**src/rtl/router_pkg.sv**
```systemverilog
// Shared types and constants for the 1x3 router input sequencer.
package router_pkg;

  localparam int unsigned NUM_PORTS = 3;
  localparam int unsigned DATA_W    = 8;

  // Address 2'b11 has no FIFO behind it; such packets are swallowed.
  localparam logic [1:0] ADDR_INVALID = 2'b11;

  typedef enum logic [2:0] {
    StDecode,
    StWaitEmpty,
    StLoadFirst,
    StLoadData,
    StCheckParity,
    StDrop
  } state_e;

endpackage

```
**src/rtl/router_sto_timer.sv**
```systemverilog
// Per-port stall timeout: pulses soft_reset_o when a valid port goes unread for TIMEOUT cycles.
module router_sto_timer #(
  parameter int unsigned TIMEOUT = 30
) (
  input  logic clock,
  input  logic resetn,
  input  logic vld_i,
  input  logic read_enb_i,
  output logic soft_reset_o
);

  localparam int unsigned CntW = (TIMEOUT > 2) ? $clog2(TIMEOUT) : 1;
  localparam logic [CntW-1:0] CntLast = CntW'(TIMEOUT - 1);

  logic [CntW-1:0] cnt_q, cnt_d;

  always_comb begin
    cnt_d        = '0;
    soft_reset_o = 1'b0;
    if (vld_i && !read_enb_i) begin
      if (cnt_q == CntLast) begin
        soft_reset_o = 1'b1;
      end else begin
        cnt_d = cnt_q + CntW'(1);
      end
    end
  end

  always_ff @(posedge clock) begin
    if (!resetn) begin
      cnt_q <= '0;
    end else begin
      cnt_q <= cnt_d;
    end
  end

endmodule

```
**src/rtl/router_ctrl_fsm.sv**
```systemverilog
// Router input sequencer: parses header/payload/parity packets and steers bytes into 3 FIFOs.
// Optional parity compare enabled by defining ROUTER_PARITY_CHECK_EN.
module router_ctrl_fsm
  import router_pkg::*;
#(
  parameter int unsigned TIMEOUT = 30
) (
  input  logic                 clock,
  input  logic                 resetn,
  input  logic                 pkt_valid_i,
  input  logic [DATA_W-1:0]    data_in_i,
  input  logic [NUM_PORTS-1:0] fifo_full_i,
  input  logic [NUM_PORTS-1:0] fifo_empty_i,
  input  logic [NUM_PORTS-1:0] read_enb_i,
  output logic                 busy_o,
  output logic [NUM_PORTS-1:0] write_enb_o,
  output logic                 lfd_state_o,
  output logic [DATA_W-1:0]    fifo_din_o,
  output logic [NUM_PORTS-1:0] vld_out_o,
  output logic [NUM_PORTS-1:0] soft_reset_o,
  output logic                 parity_err_o
);

  state_e            state_q, state_d;
  logic [DATA_W-1:0] hdr_q, hdr_d;
  logic [1:0]        sel_q, sel_d;
  logic              sel_full, sel_sr;
  logic [NUM_PORTS-1:0] sel_onehot;
`ifdef ROUTER_PARITY_CHECK_EN
  logic [DATA_W-1:0] par_acc_q, par_acc_d;
  logic [DATA_W-1:0] par_rx_q, par_rx_d;
`endif

  assign vld_out_o  = ~fifo_empty_i;
  assign sel_full   = fifo_full_i[sel_q];
  assign sel_sr     = soft_reset_o[sel_q];
  assign sel_onehot = NUM_PORTS'(1) << sel_q;

  for (genvar i = 0; i < NUM_PORTS; i++) begin : g_sto
    router_sto_timer #(
      .TIMEOUT(TIMEOUT)
    ) u_timer (
      .clock       (clock),
      .resetn      (resetn),
      .vld_i       (vld_out_o[i]),
      .read_enb_i  (read_enb_i[i]),
      .soft_reset_o(soft_reset_o[i])
    );
  end

  always_comb begin
    state_d     = state_q;
    hdr_d       = hdr_q;
    sel_d       = sel_q;
    busy_o      = 1'b0;
    write_enb_o = '0;
    lfd_state_o = 1'b0;
    fifo_din_o  = data_in_i;
`ifdef ROUTER_PARITY_CHECK_EN
    par_acc_d    = par_acc_q;
    par_rx_d     = par_rx_q;
    parity_err_o = 1'b0;
`endif
    unique case (state_q)
      StDecode: begin
        if (pkt_valid_i) begin
          if (data_in_i[1:0] != ADDR_INVALID) begin
            hdr_d   = data_in_i;
            sel_d   = data_in_i[1:0];
`ifdef ROUTER_PARITY_CHECK_EN
            par_acc_d = data_in_i;
`endif
            state_d = fifo_empty_i[data_in_i[1:0]] ? StLoadFirst : StWaitEmpty;
          end else begin
            state_d = StDrop;
          end
        end
      end
      StWaitEmpty: begin
        busy_o = 1'b1;
        if (sel_sr) begin
          state_d = StDrop;
        end else if (fifo_empty_i[sel_q]) begin
          state_d = StLoadFirst;
        end
      end
      StLoadFirst: begin
        busy_o      = 1'b1;
        write_enb_o = sel_onehot;
        lfd_state_o = 1'b1;
        fifo_din_o  = hdr_q;
        state_d     = sel_sr ? StDrop : StLoadData;
      end
      StLoadData: begin
        busy_o = sel_full;
        if (!sel_full) begin
          write_enb_o = sel_onehot;
          if (pkt_valid_i) begin
`ifdef ROUTER_PARITY_CHECK_EN
            par_acc_d = par_acc_q ^ data_in_i;
`endif
            if (sel_sr) state_d = StDrop;
          end else begin
            // Accepting the parity beat wins over a same-cycle timeout.
`ifdef ROUTER_PARITY_CHECK_EN
            par_rx_d = data_in_i;
`endif
            state_d = StCheckParity;
          end
        end else if (sel_sr) begin
          state_d = StDrop;
        end
      end
      StCheckParity: begin
        busy_o  = 1'b1;
`ifdef ROUTER_PARITY_CHECK_EN
        parity_err_o = (par_acc_q != par_rx_q);
`endif
        state_d = StDecode;
      end
      StDrop: begin
        if (!pkt_valid_i) state_d = StDecode;
      end
      default: state_d = StDecode;
    endcase
  end

`ifndef ROUTER_PARITY_CHECK_EN
  assign parity_err_o = 1'b0;
`endif

  always_ff @(posedge clock) begin
    if (!resetn) begin
      state_q <= StDecode;
      hdr_q   <= '0;
      sel_q   <= '0;
`ifdef ROUTER_PARITY_CHECK_EN
      par_acc_q <= '0;
      par_rx_q  <= '0;
`endif
    end else begin
      state_q <= state_d;
      hdr_q   <= hdr_d;
      sel_q   <= sel_d;
`ifdef ROUTER_PARITY_CHECK_EN
      par_acc_q <= par_acc_d;
      par_rx_q  <= par_rx_d;
`endif
    end
  end

endmodule

```
**config.mk**
```make
export PLATFORM = sky130hd
export DESIGN_NAME = router_ctrl_fsm
export DESIGN_NICKNAME = d
export VERILOG_FILES = /design/src/rtl/router_pkg.sv /design/src/rtl/router_sto_timer.sv /design/src/rtl/router_ctrl_fsm.sv
export SDC_FILE = /design/constraint.sdc
export NUM_CORES = 1
export LEC_CHECK = 0
export ABC_AREA = 0
export CAP_MARGIN = 25
export CORE_ASPECT_RATIO = 1.25
export CORE_MARGIN = 2
export CORE_UTILIZATION = 43
export CTS_CLUSTER_DIAMETER = 80
export CTS_CLUSTER_SIZE = 25
export DETAILED_ROUTE_END_ITERATION = 16
export PLACE_DENSITY_LB_ADDON = 0.2
export SLEW_MARGIN = 25
export SYNTH_ARGS = -nofsm -noshare
export SYNTH_HDL_FRONTEND = slang
export SYNTH_HIERARCHICAL = 1
export SYNTH_SLANG_ARGS = --single-unit
```
**constraint.sdc**
```tcl
create_clock -name clock -period 1.8 [get_ports clock]
set_input_delay 0.27 -clock clock [delete_from_list [all_inputs] [get_ports clock]]
set_output_delay 0.27 -clock clock [all_outputs]
set_load 0.02 [all_outputs]
```
==> run metrics <==
outcome=finished, violations left; violated checks=negative setup slack; most frequent cells in the layout=buf_4 (37), nor2_1 (20), dfxtp_1 (18), clkdlybuf4s50_1 (18), mux2i_1 (9); area of the core=0.00325 mm^2; power per cell area=1030 mW/mm^2; met2 usage=0.344; port bufs=38; Crit. End Element=flop; Hold WS=0.524 ns; Post-DP Area=0.00223 mm^2; hold_buf cts=0; Mapped Area=0.00149 mm^2; Arr. time, crit path=2.08 ns; Max IR drop VDD=0.000784 V; cells along the critical path=inv_2 > ha_4 > nand4_4 > nor3b_4 > mux2i_2 > o21ai_2 > or3_4 > a311oi_4 > mux2i_1; Max FO, Critical Path=2; clk_skew=0.00460 ns; Die Wd=56.6 um; Area growth syn-to-layout=60.3%; post-synth top area cell=dfxtp_1; Distinct cells, synth=39; vias=1403; # diodes=0; pre-CTS worst setup slack=-0.613 ns; CP Launch Type=flop; Skew-Pair Late Insertion Delay=0.27 ns; met3 Use GR=0.0205; share of the synthesized area in the top cell type=0.350; Seq cells post-synth=26; Final Slew Violations=0; Ys Warns=6; CTS Buf Count=3; final net count=255; Inst Count DP=257; Mapped Cells=158; most crowded layer after global routing=met2; Seq/Total Area, Yosys=0.350; GR Overflow Total=0; clock-pin slew on the worst setup and hold paths=0.09 ns; drt pass-1 iters=4; Mean Syn Cell Area=9.42 um^2; final instance area=0.00239 mm^2; clk root buf=clkbuf_8; layout cells sized above 1=0.443; critical path type=flop to flop; P_leak=1.06 nW; H-Tree Depth=1; Post-synth EDFFs=0; async set-reset flop share out of synthesis=0; vias in the first global route=1396; GR Util All Layers=0.193; vias per cell=5.29; Final Cycle Share=1.05; pin count of the biggest net entering global routing=15; first-pass GRT wire length=6180 um; GPL Wtd Cong=0.834; most common cell after layout, fill and taps aside=buf_4; setup ws final=-0.0890 ns; M1 GR Usage=0.230; Syn Nets=184; DRC Markers=0; drt total wl=4010 um; Top Ports=40; Setup TNS Final=-0.476 ns; Period minus WS final=1.89 ns; Initial DRC Count=37; worst-case clock buffer depth=2; routed len/inst=15.1 um; Critical Path Max Stage Delay=0.36 ns; Hold/Removal Path Class=input port to flop; Final ANT Viol Nets=0; Core Rows=23; Post-DP HPWL=2880 um; Most used DFF post-synth=dfxtp_1; die area=0.00395 mm^2; Max Clk Rate=529 MHz; Final Hold Viols=0; initial antenna violation count=0; Initial Util=0.458; max_cap viols=0; Critical Path RT=1.99 ns; Die Ht=69.8 um; CTS Sinks=26; final-report setup violation count=10; RSZ-0062 raised after global routing=yes; slowest library cell on the worst path=or3_4; Synth area leaders=dfxtp_1 (35%), mux2i_1 (6.7%), mux2_2 (6.1%), nor2_1 (5.3%), ha_1 (5.0%); CTS tree=built; Final Non-Filler Cells=265
## critical path, delay by kind of cell, from the launching register on
kind	cells	cell delay, ns
and+or+nand+nor	3	0.49
muxes	2	0.40
AOI/OAI and AO/OA	2	0.37
DFF	1	0.34
adders and majority gates	1	0.15
buffers and inverters	1	0.04
## repair_timing
item / CTS / global route
resized for setup: 63 / 42
cloned: 0 / 1
pin swaps: 5 / 5
setup endpoints to repair: 19 / 23
setup buffers: 0 / 3
## report_power, final
group	switching, W	internal [W]	total (W)
clock	0.000183	0.000195	0.000378
combinational	0.000657	0.000704	0.00136
sequential	0.0000620	0.000652	0.000714
## final timing paths
kind / from / endpoint / slack (ns) / cells after the start
max: g_sto[2].u_timer/cnt_q[1] / state_q[2] / -0.09 / 9
min reg2reg: hdr_q[4] / hdr_q[4] / 0.53 / 2
max reg2reg: g_sto[2].u_timer/cnt_q[1] / state_q[2] / -0.09 / 9
min: fifo_empty_i[2] / g_sto[2].u_timer/cnt_q[1] / 0.52 / 5
## synth_stat cells, types with 2 or more instances
| library cell | count |
|---|---|
| nand4b_2 | 3 |
| o21ai_0 | 4 |
| mux2_2 | 8 |
| a21oi_1 | 2 |
| o221a_2 | 2 |
| nor2_1 | 21 |
| xnor2_1 | 3 |
| ha_1 | 6 |
| buf_2 | 2 |
| nor3b_1 | 6 |
| xor2_1 | 6 |
| nand4_2 | 3 |
| nand3b_1 | 3 |
| dfxtp_1 | 26 |
| mux2i_1 | 10 |
| nand2b_1 | 4 |
| nor2b_1 | 7 |
| clkbuf_1 | 3 |
| nor3_1 | 2 |
| nand2_1 | 6 |
| inv_1 | 8 |
| nand3_1 | 6 |
## stage by stage
| step | power [W] | utilization |
|---|---|---|
| after global routing | 0.00258 | 0.734 |
| after floorplan | 0.00146 | - |
| after CTS | 0.00226 | 0.689 |
| final | 0.00245 | 0.734 |
| after global placement | 0.00189 | 0.685 |
| after detailed placement | 0.00193 | 0.685 |
## sequential cells by signal (all words and copies together), names as in the netlist
name / flops
state_q: 3
g_sto.u_timer/cnt_q: 15
hdr_q: 8
## cell type report
cell class | instances | area (um^2)
Inverter | 8 | 30.0
Timing Repair Buffer | 73 | 661
Fill cell | 257 | 866
Tap cell | 37 | 46.3
Clock buffer | 4 | 55.1
Sequential cell | 26 | 531
Multi-Input combinational cell | 117 | 1060
## cells by family (layout without fill, tap and decap cells)
family / count (synthesis) / count (layout) / synth area share
other cells: 1 / 1 / 0.00252
flops: 26 / 26 / 0.350
simple gates: 65 / 65 / 0.268
mux: 18 / 18 / 0.128
compound gates: 18 / 18 / 0.102
xor+xnor: 9 / 9 / 0.0529
buf+inv: 15 / 85 / 0.0471
fa+ha+maj: 6 / 6 / 0.0504
## layer usage
metal,wire (um),share of wire,vias up
met2,2200,0.55,30
met3,110,0.027,6
met1,1630,0.41,678
li1,-,-,689
met4,62,0.015,0
met5,0,0,-
Power figures use the tool's default switching activity.
==> variant 1 (same settings) <==
Add a define of `ROUTER_PARITY_CHECK_EN`.
--- a/src/rtl/router_ctrl_fsm.sv
+++ b/src/rtl/router_ctrl_fsm.sv
@@ -1,5 +1,7 @@
 // Router input sequencer: parses header/payload/parity packets and steers bytes into 3 FIFOs.
 // Optional parity compare enabled by defining ROUTER_PARITY_CHECK_EN.
+`define ROUTER_PARITY_CHECK_EN
+
 module router_ctrl_fsm
   import router_pkg::*;
 #(
Check against the original RTL: not equivalent (a bounded check fails within 4 cycles, from zero or initial values and one cycle with resetn low).
==> variant 1 against the unedited design <==
The run still ends with negative setup slack left. Worst hold slack worse by 0.055 ns. Clock skew up 0.0013 ns. Worst setup slack improved by 0.066 ns. Wire length increased by 49%. Sequential cell count up 16. Critical path depth shrank 2. Register-to-register slack better by 0.11 ns. Count of clock-buffer cells in the layout is 3 higher. Design area is 46% higher. Total power up 50%. Fmax rose by 3.6%. Area after synthesis increased by 52%. Highest routed layer unchanged.
==> variant 1: results (changes against the unedited design) <==
| Metric | Value |
|---|---|
| GPL Wtd Cong | `0.790 (was 0.834)` |
| Metal2 WL | `3.03 mm (was 2.20 mm)` |
| Worst hold path class | `flop to flop (was input pin to flop)` |
| Net Count, Synth | `282 (was 184)` |
| Count of final setup violators | `5 (was 10)` |
| Reg-to-Reg Start | `state_q[1] (was g_sto[2].u_timer/cnt_q[1])` |
| Critical path launch point | `state_q[2] (was g_sto[2].u_timer/cnt_q[1])` |
| Nets | `381 (was 255)` |
| Yosys cell types | `41 (was 39)` |
| Worst Path Arrival | `1.55 ns (was 2.08 ns)` |
| Routed wl met3 | `212 µm (was 110 µm)` |
| R2r setup slk | `0.02 ns (was -0.09 ns)` |
| Post-DP Area | `3070 µm² (was 2230 µm²)` |
| Via density per instance | `5.15 (was 5.29)` |
| Status | `complete, but fails checks (unchanged)` |
| DR WL/cell | `14.3 µm (was 15.1 µm)` |
| Skew final | `0.00591 ns (was 0.00460 ns)` |
| Detailed placement HPWL | `4.01 mm (was 2.88 mm)` |
| Largest net degree at the start of global routing | `23 (was 15)` |
| M1 wire length | `2.64 mm (was 1.63 mm)` |
| R2R depth | `7 (was 9)` |
| Failing checks | `negative setup slack (unchanged)` |
| Share of cells above drive strength 1 | `0.404 (was 0.443)` |
| Post-Layout Cell Count | `418 (was 265)` |
| First-pass GRT wire length | `9.19 mm (was 6.18 mm)` |
| Worst slack, placed | `-0.309 ns (was -0.613 ns)` |
| Synth top area cells | `dfxtp_1 37%, nand2_1 5.8%, xor2_1 5.4% (was dfxtp_1 35%, mux2i_1 6.7%, mux2_2 6.1%)` |
| Synthesized cell area | `2260 µm² (was 1490 µm²)` |
| Critical Path Fanout Max | `7 (was 2)` |
| Static leakage power | `0.00151 µW (was 0.00106 µW)` |
| PnR worst setup slack | `-0.0226 ns (was -0.0890 ns)` |
## variant 1: critical path, stage by stage (launching register included)
cell and delay [ns]:
dfxtp_2 0.33, inv_2 0.07, nand2_4 0.06, nor2_4 0.12
buf_12 0.13, buf_6 0.10, mux2_4 0.30, buf_6 0.13
## variant 1: logic make-up after synthesis
| logic type | synth area share |
|---|---|
| compound gates | 0.194 |
| xor+xnor | 0.0698 |
| fa+ha+maj | 0.0332 |
| buf+inv | 0.0498 |
| flops | 0.372 |
| mux | 0.0570 |
| simple gates | 0.224 |
## variant 1: how the worst max path moves through the flow
stage                     endpoint  slack (ns)  cells past startpoint
global route         fifo_din_o[6]       -0.07                      7
global placement            busy_o       -0.26                      6
floorplan           write_enb_o[0]       -0.21                      3
detailed placement          busy_o       -0.31                      6
finish               fifo_din_o[7]       -0.02                      7
CTS                  fifo_din_o[4]       -0.08                      7
## variant 1: final cells by class
class / count / area [µm²]
timing repair buffer: 103 / 938
multi-input combinational: 193 / 1500
tap: 62 / 77.6
clock buffer: 7 / 86.3
fill: 406 / 1590
clock inverter: 1 / 8.76
inverter: 10 / 37.5
sequential: 42 / 851
## variant 1: power by group through the flow
stage	registers [µW]	logic [µW]	clock network, µW
6_report	1130	1890	664
5_1_grt	1140	2020	713
4_1_cts	1110	1530	675
3_5_place_dp	1120	1520	0
3_3_place_gp	1110	1500	0
2_1_floorplan	1110	860	0
## variant 1: timing repair
| action | 4_1_cts | 5_1_grt |
|---|---|---|
| gates resized for setup | 63 | 65 |
| setup endpoints to repair | 18 | 29 |
| setup buffers | 2 | 11 |
| gates cloned | 0 | 2 |
| pin swaps | 1 | 21 |
==> variant 2 (config.mk and constraints unchanged) <==
Made on the original files. Make the reset (`resetn`) asynchronous in 2 clocked blocks.
--- a/src/rtl/router_sto_timer.sv
+++ b/src/rtl/router_sto_timer.sv
@@ -26,7 +26,7 @@
     end
   end
 
-  always_ff @(posedge clock) begin
+  always_ff @(posedge clock or negedge resetn) begin
     if (!resetn) begin
       cnt_q <= '0;
     end else begin
--- a/src/rtl/router_ctrl_fsm.sv
+++ b/src/rtl/router_ctrl_fsm.sv
@@ -129,7 +129,7 @@
   assign parity_err_o = 1'b0;
 `endif
 
-  always_ff @(posedge clock) begin
+  always_ff @(posedge clock or negedge resetn) begin
     if (!resetn) begin
       state_q <= StDecode;
       hdr_q   <= '0;
Function: differs if resetn is asserted again (counterexample within 4 cycles, from zero or initial values and one cycle with resetn low); with resetn held inactive, the same outputs for 10 cycles.
==> variant 2 against the unedited design <==
The run still ends with negative setup slack left. Total power rose by 27%. Wire length is 1.1% higher. Worst setup slack better by 0.056 ns. Sequential cell count stayed put. Sequential share of layout area increased by 4.1 points. Design area rose by 3.6%. Synthesized cell count is 2.5% lower. Area after synthesis grew 5.8%. Count of clock-buffer cells in the layout unchanged. Register-to-register slack gained 0.07 ns. Sequential power up 13%. Critical path type is now flop to primary output. Largest power group unchanged.
==> variant 2: results (changes against the unedited design) <==
| Metric | Value |
|---|---|
| Max VDD drop | `1.07 mV (was 0.784 mV)` |
| CTS buffer count | `3 (unchanged)` |
| Worst hold path class | `input pin to async pin (was input pin to flop)` |
| Root buffer cell | `clkbuf_8 (unchanged)` |
| PnR worst setup slack | `-0.0326 ns (was -0.0890 ns)` |
| Post-synthesis compound-gate area fraction | `0.122 (was 0.102)` |
| Nets | `259 (was 255)` |
| Static leakage power | `0.00119 µW (was 0.00106 µW)` |
| Share of cells above drive strength 1 | `0.414 (was 0.443)` |
| Clk slew on worst S/H paths | `0.09 ns (about the same)` |
| Adder-cell share of the synthesized area | `0.0477 (was 0.0504)` |
| Sequential element share of the synthesized area | `0.413 (was 0.350)` |
| Count of final setup violators | `11 (was 10)` |
| Failing checks | `negative setup slack (unchanged)` |
| Largest registers | `g_sto.u_timer/cnt_q x15, hdr_q x8, state_q x3 (unchanged)` |
| Synth top area cells | `dfrtp_1 41%, mux2_2 10%, ha_1 4.8% (was dfxtp_1 35%, mux2i_1 6.7%, mux2_2 6.1%)` |
| Async set-or-reset flop fraction in the synthesized netlist | `1.00 (was 0)` |
| All-Layer GR Usage | `0.202 (was 0.193)` |
| Net Count, Synth | `180 (was 184)` |
| Initial detailed-routing violation count | `28 (was 37)` |
| Slowest CP cell | `dfrtp_1 (was or3_4)` |
| Int Power | `1960 µW (was 1550 µW)` |
| Drt total wl | `4.05 mm (was 4.01 mm)` |
| H-tree depth | `1 (unchanged)` |
| GPL Wtd Cong | `0.842 (was 0.834)` |
| Status | `complete, but fails checks (unchanged)` |
| # port buffers | `38 (unchanged)` |
| Skew final | `0.00420 ns (was 0.00460 ns)` |
| CP peak stage delay | `0.40 ns (was 0.36 ns)` |
| Final hold vios | `0 (unchanged)` |
| Mapped Cells | `154 (was 158)` |
| Post-Layout Cell Count | `271 (was 265)` |
| Fillers | `279 (was 257)` |
| Most frequent cells after synthesis | `26 x dfrtp_1, 18 x nor2_1, 14 x mux2_2 (was 26 x dfxtp_1, 21 x nor2_1, 10 x mux2i_1)` |
| Longest Clk Path Bufs | `2 (unchanged)` |
| Total negative slack | `-0.191 ns (was -0.476 ns)` |
| Worst-skew pair later-pin latency | `0.27 ns (about the same)` |
| Largest net degree at the start of global routing | `27 (was 15)` |
| Yosys cell types | `44 (was 39)` |
| Post-synthesis xor/xnor area fraction | `0.0500 (was 0.0529)` |
| First-pass GRT wire length | `6.56 mm (was 6.18 mm)` |
| # diodes | `0 (unchanged)` |
| DRT Pass-1 Iters | `4 (unchanged)` |
| Worst slack, placed | `-0.417 ns (was -0.613 ns)` |
| Vias | `1446 (was 1403)` |
| Initial antenna violation count | `0 (unchanged)` |
| Max Cap Viol | `0 (unchanged)` |
| Post-DP Area | `2240 µm² (was 2230 µm²)` |
| Detailed placement HPWL | `2.96 mm (was 2.88 mm)` |
| Multiplexer share of the synthesized area | `0.125 (was 0.128)` |
| Worst Path Arrival | `1.56 ns (was 2.08 ns)` |
| Critical Path Fanout Max | `4 (was 2)` |
| Yosys warning total | `6 (unchanged)` |
variant 2: cell count changes after synthesis, sizes merged, moves of 5 or more:
cell,unedited run,this run
dfxtp,26,0
dfrtp,0,26
mux2i,10,4
mux2,8,14
nor2b,7,0
a21oi,2,7
variant 2: what timing repair did:
| item | 4_1_cts | 5_1_grt |
|---|---|---|
| pin swaps | 12 | 9 |
| endpoints found under the setup margin | 19 | 20 |
| resized for setup | 74 | 32 |
| setup buffers | 4 | 4 |
| gates cloned | 0 | 1 |
variant 2: kinds of logic after synthesis:
| family | count (synthesis) |
|---|---|
| and+or+nand+nor | 56 |
| DFF | 26 |
| AOI/OAI and AO/OA | 24 |
| muxes | 18 |
| buffers and inverters | 14 |
| xor gates and xnor gates | 9 |
| adders and majority gates | 6 |
| other | 1 |
variant 2: final timing paths:
check                           slack (ns)  depth (start not counted)                      start                         to
worst max-delay path                 -0.03                          6                 state_q[2]              fifo_din_o[4]
worst min-delay path                  0.37                          2                     resetn                   hdr_q[5]
worst max register to register       -0.02                         10  g_sto[2].u_timer/cnt_q[1]                 state_q[2]
worst min register to register        0.51                          1                   hdr_q[2]                   hdr_q[2]
max in group asynchronous             1.17                          2                     resetn  g_sto[2].u_timer/cnt_q[2]
min in group clock                    0.51                          1                   hdr_q[2]                   hdr_q[2]
variant 2: area by class of cell:
class	count	area share
multi-input combinational	114	0.392
timing repair buffer	79	0.289
sequential	26	0.263
clock buffer	4	0.0223
tap	39	0.0197
inverter	9	0.0137
variant 2: layer usage:
layer | share of wire | up-vias | GRT usage
li1 | - | 700 | -
met1 | 0.41 | 699 | 0.255
met2 | 0.54 | 45 | 0.359
met3 | 0.044 | 2 | 0.0253
met4 | 0.0049 | 0 | 0.0543
met5 | 0 | - | 0
variant 2: worst max-delay path: cells and delay by family, from the launching register on:
family	cells	cell delay, ns
buffers and inverters	3	0.38
DFF	1	0.40
muxes	1	0.30
and+or+nand+nor	2	0.20
variant 2: power groups by stage:
stage,combinational (µW),sequential [µW],clock [µW]
3_5_place_dp,1590,809,0
5_1_grt,2060,820,411
6_report,1930,808,384
2_1_floorplan,950,806,0
4_1_cts,1640,800,392
3_3_place_gp,1540,799,0
variant 2: stage by stage:
| step | power, µW | hold slack, ns | utilization |
|---|---|---|---|
| after global placement | 2340 | 0.482 | 0.638 |
| final | 3120 | 0.367 | 0.703 |
| after floorplan | 1760 | -0.0256 | - |
| after detailed placement | 2400 | 0.490 | 0.638 |
| after CTS | 2830 | 0.382 | 0.655 |
| after global routing | 3300 | 0.411 | 0.703 |
